$ cat config.mk
export PLATFORM = sky130hd
export DESIGN_NAME = coin_dispenser_flat
export DESIGN_NICKNAME = d
export VERILOG_FILES = /design/src/rtl/coin_dispenser_if.sv /design/src/rtl/coin_dispenser.sv /design/src/flat_wrapper.sv
export SDC_FILE = /design/constraint.sdc
export NUM_CORES = 1
export LEC_CHECK = 0
export CORE_MARGIN = 2
export CORE_UTILIZATION = 55
export CTS_BUF_LIST = sky130_fd_sc_hd__clkbuf_8
export DETAILED_ROUTE_END_ITERATION = 10
export DONT_BUFFER_PORTS = 1
export GPL_ROUTABILITY_DRIVEN = 0
export GPL_TIMING_DRIVEN = 0
export PLACE_DENSITY = 0.76
export SLEW_MARGIN = 20
export SYNTH_ARGS = -nofsm -noshare
export SYNTH_HDL_FRONTEND = slang
export SYNTH_SLANG_ARGS = --single-unit
$ cat constraint.sdc
create_clock -name clk -period 10.65 [get_ports clk]
set_clock_uncertainty 0.2 [all_clocks]
set_input_delay 2.13 -clock clk [delete_from_list [all_inputs] [get_ports clk]]
set_output_delay 2.13 -clock clk [all_outputs]
set_load 0.005 [all_outputs]
$ cat src/rtl/coin_dispenser_if.sv
// Handshake and status bundle between coffee_machine and the coin dispenser.
interface coin_dispenser_if;
   localparam int unsigned AMT_W  = 16;
   localparam int unsigned COIN_W = 8;

   logic              tick;
   logic              start;
   logic [AMT_W-1:0]  amount;
   logic              eject;
   logic              busy;
   logic              done;
   logic              err;
   logic [AMT_W-1:0]  remaining;
   logic [COIN_W-1:0] coin_count;

   // Requester side: issues requests and timing ticks, observes progress.
   modport master (
      output tick,
      output start,
      output amount,
      input  eject,
      input  busy,
      input  done,
      input  err,
      input  remaining,
      input  coin_count
   );

   // Dispenser side.
   modport slave (
      input  tick,
      input  start,
      input  amount,
      output eject,
      output busy,
      output done,
      output err,
      output remaining,
      output coin_count
   );
endinterface

$ cat src/rtl/coin_dispenser.sv
// Change-return back end: turns a won amount into a timed train of solenoid
// eject pulses, one per coin, paced by the 1 kHz tick.
module coin_dispenser #(
   parameter int unsigned COIN_VALUE = 100,
   parameter int unsigned PULSE_MS   = 50,
   parameter int unsigned GAP_MS     = 150,
   parameter int unsigned MAX_AMOUNT = 9900
) (
   input logic             clk,
   input logic             reset,
   coin_dispenser_if.slave bus
);

   localparam int unsigned AMT_W   = 16;
   localparam int unsigned COIN_W  = 8;
   localparam int unsigned CNT_MAX = (PULSE_MS > GAP_MS) ? PULSE_MS : GAP_MS;
   localparam int unsigned CNT_W   = (CNT_MAX > 1) ? $clog2(CNT_MAX) : 1;

   typedef enum logic [1:0] {
      IDLE      = 2'd0,
      EJECT_ON  = 2'd1,
      EJECT_GAP = 2'd2,
      DONE      = 2'd3
   } state_t;

   state_t              state_q;
   state_t              state_d;
   logic [CNT_W-1:0]    cnt_q;
   logic [CNT_W-1:0]    cnt_d;
   logic [AMT_W-1:0]    remaining_q;
   logic [AMT_W-1:0]    remaining_d;
   logic [COIN_W-1:0]   coin_count_q;
   logic [COIN_W-1:0]   coin_count_d;
   logic                err_d;
   logic                eject_q;
   logic                busy_q;
   logic                done_q;
   logic                err_q;

   logic                amount_bad_c;
   logic                pulse_end_c;
   logic                gap_end_c;

   // Request is rejected when too large or not a whole number of coins.
   assign amount_bad_c = (bus.amount > AMT_W'(MAX_AMOUNT)) ||
                         ((bus.amount % AMT_W'(COIN_VALUE)) != '0);

   // Last tick of the high window and of the low window respectively.
   assign pulse_end_c = bus.tick && (cnt_q == CNT_W'(PULSE_MS - 1));
   assign gap_end_c   = bus.tick && (cnt_q == CNT_W'(GAP_MS - 1));

   // Next-state, tick counter and datapath updates.
   always_comb begin
      state_d      = state_q;
      cnt_d        = cnt_q;
      remaining_d  = remaining_q;
      coin_count_d = coin_count_q;
      err_d        = 1'b0;

      case (state_q)
         IDLE: begin
            // Ticks seen while idle (including one coincident with start) are not counted.
            cnt_d = '0;
            if (bus.start) begin
               if (amount_bad_c) begin
                  err_d = 1'b1;
               end else if (bus.amount == '0) begin
                  // A zero request is a valid dispense of no coins.
                  remaining_d  = '0;
                  coin_count_d = '0;
                  state_d      = DONE;
               end else begin
                  remaining_d  = bus.amount;
                  coin_count_d = '0;
                  state_d      = EJECT_ON;
               end
            end
         end

         EJECT_ON: begin
            if (pulse_end_c) begin
               cnt_d        = '0;
               remaining_d  = remaining_q - AMT_W'(COIN_VALUE);
               coin_count_d = coin_count_q + COIN_W'(1);
               state_d      = EJECT_GAP;
            end else if (bus.tick) begin
               cnt_d = cnt_q + CNT_W'(1);
            end
         end

         EJECT_GAP: begin
            if (gap_end_c) begin
               cnt_d   = '0;
               state_d = (remaining_q == '0) ? DONE : EJECT_ON;
            end else if (bus.tick) begin
               cnt_d = cnt_q + CNT_W'(1);
            end
         end

         DONE: begin
            cnt_d   = '0;
            state_d = IDLE;
         end

         default: begin
            cnt_d   = '0;
            state_d = IDLE;
         end
      endcase
   end

   // State, datapath and registered output decodes of the next state.
   always_ff @(posedge clk) begin
      if (reset) begin
         state_q      <= IDLE;
         cnt_q        <= '0;
         remaining_q  <= '0;
         coin_count_q <= '0;
         eject_q      <= 1'b0;
         busy_q       <= 1'b0;
         done_q       <= 1'b0;
         err_q        <= 1'b0;
      end else begin
         state_q      <= state_d;
         cnt_q        <= cnt_d;
         remaining_q  <= remaining_d;
         coin_count_q <= coin_count_d;
         eject_q      <= (state_d == EJECT_ON);
         busy_q       <= (state_d == EJECT_ON) || (state_d == EJECT_GAP);
         done_q       <= (state_d == DONE);
         err_q        <= err_d;
      end
   end

   assign bus.eject      = eject_q;
   assign bus.busy       = busy_q;
   assign bus.done       = done_q;
   assign bus.err        = err_q;
   assign bus.remaining  = remaining_q;
   assign bus.coin_count = coin_count_q;

   // done and err are mutually exclusive pulses.
   assert property (@(posedge clk) disable iff (reset) !(done_q && err_q));

   // The solenoid is only driven while in the high window.
   assert property (@(posedge clk) disable iff (reset) eject_q |-> (state_q == EJECT_ON));

endmodule

$ cat src/flat_wrapper.sv
// flat-port wrapper written by rule: the top's interface ports become plain ports
module coin_dispenser_flat 
#(
   parameter int unsigned COIN_VALUE = 100,
   parameter int unsigned PULSE_MS   = 50,
   parameter int unsigned GAP_MS     = 150,
   parameter int unsigned MAX_AMOUNT = 9900
)
  (clk, reset, bus_tick, bus_start, bus_amount, bus_eject, bus_busy, bus_done, bus_err, bus_remaining, bus_coin_count);
  coin_dispenser_if bus_i ();
  input logic clk;
  input logic reset;
  input wire logic [$bits(bus_i.tick)-1:0] bus_tick;
  input wire logic [$bits(bus_i.start)-1:0] bus_start;
  input wire logic [$bits(bus_i.amount)-1:0] bus_amount;
  output wire logic [$bits(bus_i.eject)-1:0] bus_eject;
  output wire logic [$bits(bus_i.busy)-1:0] bus_busy;
  output wire logic [$bits(bus_i.done)-1:0] bus_done;
  output wire logic [$bits(bus_i.err)-1:0] bus_err;
  output wire logic [$bits(bus_i.remaining)-1:0] bus_remaining;
  output wire logic [$bits(bus_i.coin_count)-1:0] bus_coin_count;
  assign bus_i.tick = bus_tick;
  assign bus_i.start = bus_start;
  assign bus_i.amount = bus_amount;
  assign bus_eject = bus_i.eject;
  assign bus_busy = bus_i.busy;
  assign bus_done = bus_i.done;
  assign bus_err = bus_i.err;
  assign bus_remaining = bus_i.remaining;
  assign bus_coin_count = bus_i.coin_count;
  coin_dispenser #(.COIN_VALUE(COIN_VALUE), .PULSE_MS(PULSE_MS), .GAP_MS(GAP_MS), .MAX_AMOUNT(MAX_AMOUNT)) u_core (.clk(clk), .reset(reset), .bus(bus_i));
endmodule
==> results of run 1 <==
[kinds of logic after synthesis]
logic type                 share of synthesized area
adders and majority gates                     0.0223
xor gates and xnor gates                      0.0294
and+or+nand+nor                                0.300
muxes                                         0.0413
DFF                                            0.172
AOI/OAI and AO/OA                              0.381
buffers and inverters                         0.0543
[final cells by class]
type | count | area (µm²) | area share
Multi-Input combinational cell | 489 | 3430 | 0.737
Sequential cell | 38 | 761 | 0.164
Buffer | 38 | 176 | 0.0380
Tap cell | 102 | 128 | 0.0275
Clock buffer | 6 | 82.6 | 0.0178
Inverter | 17 | 63.8 | 0.0137
Clock inverter | 2 | 8.76 | 0.00188
[power by group]
group / switching [mW] / internal [mW] / total, mW
Combinational: 0.361 / 0.242 / 0.603
Sequential: 0.00332 / 0.145 / 0.148
Clock: 0.0510 / 0.0513 / 0.102
Total: 0.416 / 0.438 / 0.854
[worst max-delay path, delay by kind of cell]
kind                     cells  cell delay (ns)
AND/OR/NAND/NOR              6             1.58
buffers and inverters        3             0.50
multiplexers                 3             1.43
AO/OA/AOI/OAI               11             3.16
adder cells (fa/ha/maj)      1             0.26
[per-layer routing]
| layer | routed length [µm] | vias to the layer above | GRT usage |
|---|---|---|---|
| li1 | - | 2266 | - |
| met1 | 5440 | 2210 | 0.393 |
| met2 | 5730 | 235 | 0.462 |
| met3 | 1230 | 32 | 0.0602 |
| met4 | 337 | 0 | 0.0978 |
| met5 | 0 | - | 0 |
[cells in the final DEF, fill, tap and decap left out, types with 8 or more instances in the layout]
cell,synthesis,layout
nand2b_1,12,12
nand4_1,12,12
nor3_1,33,33
nand3_1,24,24
a21o_1,9,9
inv_1,16,17
dfxtp_1,38,38
xnor2_1,8,8
and2_1,9,9
o32ai_1,12,12
a22oi_1,8,8
buf_2,15,15
o21ai_0,18,18
clkbuf_1,20,20
a211o_1,8,8
nor2_1,56,56
nand2_1,36,36
mux2i_1,8,8
a21oi_1,39,39
or3_1,9,9
[per-stage QoR]
stage,hold slack (ns),instances,utilization
after floorplan,0.271,582,-
after global placement,0.288,684,0.587
after detailed placement,0.294,684,0.587
after CTS,0.311,692,0.598
after global routing,0.355,692,0.598
final,0.303,692,0.598
[registers in the layout, summed over array words and instances (netlist names)]
| name | count |
|---|---|
| u_core.bus.coin_count | 8 |
| u_core.cnt_q | 8 |
| u_core.bus.remaining | 16 |
| u_core.state_q | 2 |
| u_core.bus.done | 1 |
| u_core.bus.err | 1 |
| u_core.bus.eject | 1 |
| u_core.bus.busy | 1 |
[path summary, 6_finish.rpt]
check	slack [ns]	end
min reg2reg	0.30	u_core.bus.coin_count[7]
min	0.30	u_core.bus.coin_count[7]
max reg2reg	7.83	u_core.bus.remaining[9]
max	1.52	u_core.bus.busy
==> impl_metrics.toml, run 1 <==
[outcome]
status = "finished clean"

[sta]
rsz0062_at_grt = "false"
fin_ws_ns = 1.52
setup_violations = 0
drv_slew = 0
hold_viol = 0
post-route-min-period_ns = 9.13
max_clock_freq_ghz = 0.110
tns_ns = 0
slew_headroom = 0.596
worst_slew_pin_slew_ns = 0.606
period_share = 0.857

[synth]
ys.flop_type = "dfxtp_1"
ys_warn_count = 0
syn-num-nets = 609
yosysTopAreaCell = "dfxtp_1"
syn-instance-count = 582
ys_top_cells_by_count = "56 x nor2_1, 39 x a21oi_1, 38 x dfxtp_1"
synthTopCellsByArea = "dfxtp_1 17%, nor2_1 4.7%, a21oi_1 4.4%, nor3_1 3.7%, nand2_1 3.1%"
synthDistinctLibCells = 102
ys_seq_area_frac = 0.172
synth_most_common_cell = "nor2_1"
synth-seq-cells = 38
synth-edff-count = 0
avgSynthCellArea_um2 = 7.61
ys_async_sr_fraction = 0
synth.cell_area_mm2 = 0.00443
synth_top_area_share = 0.172

[setup_path]
reg2reg_depth = 8
critPathKind = "in -> reg"
worstSetupEndpointType = "flip-flop"
cp_data_arrival_time_ns = 9.09
crit_slowest_cell = "or4b_1"
startpoint = "bus_amount[13]"
required_ns = 10.61
crit_chain = "clkbuf_1, and3b_1, nor3_1, mux2_2, a221o_1, o2bb2a_2, mux2i_2, o21bai_4, mux2i_2, a21o_1, a41oi_1, o21a_2, o211a_1, a211oi_1, a21boi_1, nand2_1, a221oi_1, nand4_1, or4b_1, clkbuf_1, buf_6, o21a_4, ha_1, nor2_1"
path_max_fanout = 10
cpPeakStageDelay_ns = 0.57
cp-start-kind = "input pin"
rr_startpoint = "u_core.cnt_q[0]"

[global_route]
grtUsageTotal = 0.291
grt_max_degree = 12
grt_pass1_vias = 4387
grt_first_pass_wirelength_um = 21000
grt_overflow = 0
grt_antenna_before_repair = 0

[place]
placed_area_mm2 = 0.00456
dp_slack_ns = 1.36
dp.final_hpwl_um = 9440
port_buffers = 0

[routing]
drc = 0
viasPerCell = 6.85
dr.pass1.iters = 5
drt-initial-drc-count = 525
routedWlPerCell_um = 18.4
via_count = 4743
drt-total-wl_um = 12700
drtAntennaViolNets = 0

[clocking]
clkTransAtPathRegs_ns = 0.07
cts_tree = "yes"
htree_levels = 2
cts_root_buf = "clkbuf_8"
cts_sinks = 38
cts_max_path_buffers = 2
post_cts_buffers = 0
cts-resized-gates = 0
clkLatencyLatePin_ns = 0.30
holdBufCountCts = 0
cts_inserted_buffers = 5

[die]
initial_core_util = 0.570
core_mm2 = 0.00777
die_h_um = 93.7
die_x_um = 93.7
ios = 48
rows = 32
dieArea_mm2 = 0.00878

[run]
drv_cap = 0

[power]
p_total_mw = 0.854
ir_drop_mv = 0.0862
cellPowerDensity_mw_per_mm2 = 184
cellLeakagePower_nw = 1.73

[worst_hold_path]
hold_path_depth = 2
worstHoldStart = "u_core.bus.coin_count[7]"
min_path_type = "reg -> reg"

[final_layout]
nNetsFinal = 616
diodes = 0
final_cell_area_mm2 = 0.00465
drive_above_1_share = 0.131
synthToLayoutAreaGrowth_pct = 4.94
nFillCells = 712
Note: power is estimated with default switching activity, not from simulation.
==> run 2, diff against run 1 <==
Settings changed: CORE_MARGIN 2 to 4.
==> run 2 against run 1 <==
  * Design area hardly changed
  * Worst hold slack better by 0.015 ns
  * Critical path type unchanged
  * Power is 0.42% higher
  * Largest cell class unchanged
  * Sequential cell count unchanged
  * Largest power group unchanged
  * Count of clock-buffer cells in the layout stayed put
  * First-iteration DRC count fell by 8.6%
  * Wire length decreased by 1.4%
  * Clock power about the same
==> impl_metrics.toml, run 2 (synthesized netlist as in run 1, its figures left out) <==
[outcome]
status = "finished clean"

[setup_path]
critPathTopFamily = "compound AO/OA/AOI/OAI gates"
rr_startpoint = "u_core.cnt_q[0]"
cp_data_arrival_time_ns = 9.06
crit_buf_inv = 3
crit_cells = 24
reg2reg_slack_ns = 7.83
cp-start-kind = "input pin"
path_max_fanout = 10
reg2reg_depth = 8
crit_slowest_cell = "mux2i_2"
required_ns = 10.61
startpoint = "bus_amount[13]"
crit_end = "u_core.bus.busy"
critPathKind = "in -> reg"
worstSetupEndpointType = "flip-flop"
crit_chain = "clkbuf_1, and3b_1, nor3_1, mux2_2, a221o_1, o2bb2a_2, mux2i_2, o21bai_4, mux2i_2, a21o_1, a41oi_1, o21a_2, o211a_1, a211oi_1, a21boi_1, nand2_1, o311ai_0, a41o_1, or4b_1, clkbuf_1, buf_6, o21a_4, ha_1, nor2_1"
regToRegEndpoint = "u_core.bus.remaining[7]"
cpPeakStageDelay_ns = 0.51

[global_route]
grtUsageTotal = 0.251
grt_max_degree = 13
grt_antenna_before_repair = 0
grt_pass1_vias = 4334
grt_overflow = 0
grt_first_pass_wirelength_um = 20700

[clocking]
cts_sinks = 38
cts_max_path_buffers = 2
cts-resized-gates = 0
clkLatencyLatePin_ns = 0.29
clkTransAtPathRegs_ns = 0.08
htree_levels = 2
cts_root_buf = "clkbuf_8"
post_cts_buffers = 0
cts_tree = "yes"
cts_inserted_buffers = 5
holdBufCountCts = 0

[die]
dieArea_mm2 = 0.00955
initial_core_util = 0.570
rows = 32
core_mm2 = 0.00777
die_h_um = 97.7
ios = 48
die_x_um = 97.7

[sta]
period_share = 0.855
tns_ns = 0
hold_viol = 0
worst_slew_pin_slew_ns = 0.580
rsz0062_at_grt = "false"
max_clock_freq_ghz = 0.110
setup_violations = 0
slew_headroom = 0.611
post-route-min-period_ns = 9.10
drv_slew = 0

[place]
dp.final_hpwl_um = 9430
placed_area_mm2 = 0.00456
port_buffers = 0

[worst_hold_path]
min_path_type = "reg -> reg"

[routing]
drc = 0
via_count = 4740
routedWlPerCell_um = 18.2
dr.pass1.iters = 5
drtAntennaViolNets = 0
drt-initial-drc-count = 480
viasPerCell = 6.85
drt-total-wl_um = 12600

[final_layout]
final_cell_area_mm2 = 0.00465
diodes = 0
largest_register_ff_count = 16
nNetsFinal = 616
layout_commonest_cell = "nor2_1"
synthToLayoutAreaGrowth_pct = 5.03
drive_above_1_share = 0.132
layout_common_cells = "56 x nor2_1, 39 x a21oi_1, 38 x dfxtp_1"

[power]
ir_drop_mv = 0.105
cellPowerDensity_mw_per_mm2 = 184
cellLeakagePower_nw = 1.73

[run]
drv_cap = 0
[run 2: cell count changes in the layout (fill, tap and decap cells not counted), sizes merged]
| cell | delta |
|---|---|
| inv | -1 |
| clkinvlp | +1 |
[run 2: through the flow]
stage	power, mW	instances	util	setup WS (ns)	hold WS [ns]
3_5_place_dp	0.740	684	0.587	1.43	0.302
6_report	0.857	692	0.599	1.55	0.318
4_1_cts	0.846	692	0.599	1.71	0.317
2_1_floorplan	0.645	582	-	2.14	0.271
5_1_grt	0.916	692	0.599	1.19	0.357
3_3_place_gp	0.722	684	0.587	1.60	0.289
[run 2: metal layers]
metal / share of wire / global-route usage / vias to the layer above / wire length, µm
met2: 0.45 / 0.403 / 211 / 5700
met5: 0 / 0 / - / 0
met3: 0.080 / 0.0567 / 30 / 1000
met1: 0.44 / 0.336 / 2232 / 5520
li1: - / - / 2267 / -
met4: 0.028 / 0.0735 / 0 / 346
[run 2: worst register-to-register path: cells and delay by family, from the launching register on]
kind                       cells  cell delay (ns)
DFF                            1             0.43
AOI/OAI and AO/OA              1             0.35
buffers and inverters          2             0.63
adders and majority gates      1             0.19
and+or+nand+nor                4             0.93
[run 2: worst min path at each step]
stage	startpoint	endpoint	slack (ns)	depth (start not counted)
global placement	u_core.bus.coin_count[7]	u_core.bus.coin_count[7]	0.29	2
detailed placement	u_core.bus.coin_count[7]	u_core.bus.coin_count[7]	0.30	2
finish	u_core.bus.coin_count[6]	u_core.bus.coin_count[6]	0.32	2
floorplan	u_core.bus.coin_count[7]	u_core.bus.coin_count[7]	0.27	2
global route	u_core.bus.remaining[1]	u_core.bus.remaining[1]	0.36	1
CTS	u_core.bus.coin_count[7]	u_core.bus.coin_count[7]	0.32	2
[run 2: cell type report]
cell class | count | area, µm²
multi-input combinational | 489 | 3430
tap | 102 | 128
sequential | 38 | 761
fill | 733 | 3120
clock buffer | 6 | 82.6
clock inverter | 2 | 12.5
buffer | 38 | 176
inverter | 17 | 63.8
[run 2: where the power goes]
group / switching [mW] / internal, mW
Sequential: 0.00346 / 0.145
Combinational: 0.362 / 0.242
Clock: 0.0525 / 0.0521
Total: 0.418 / 0.439
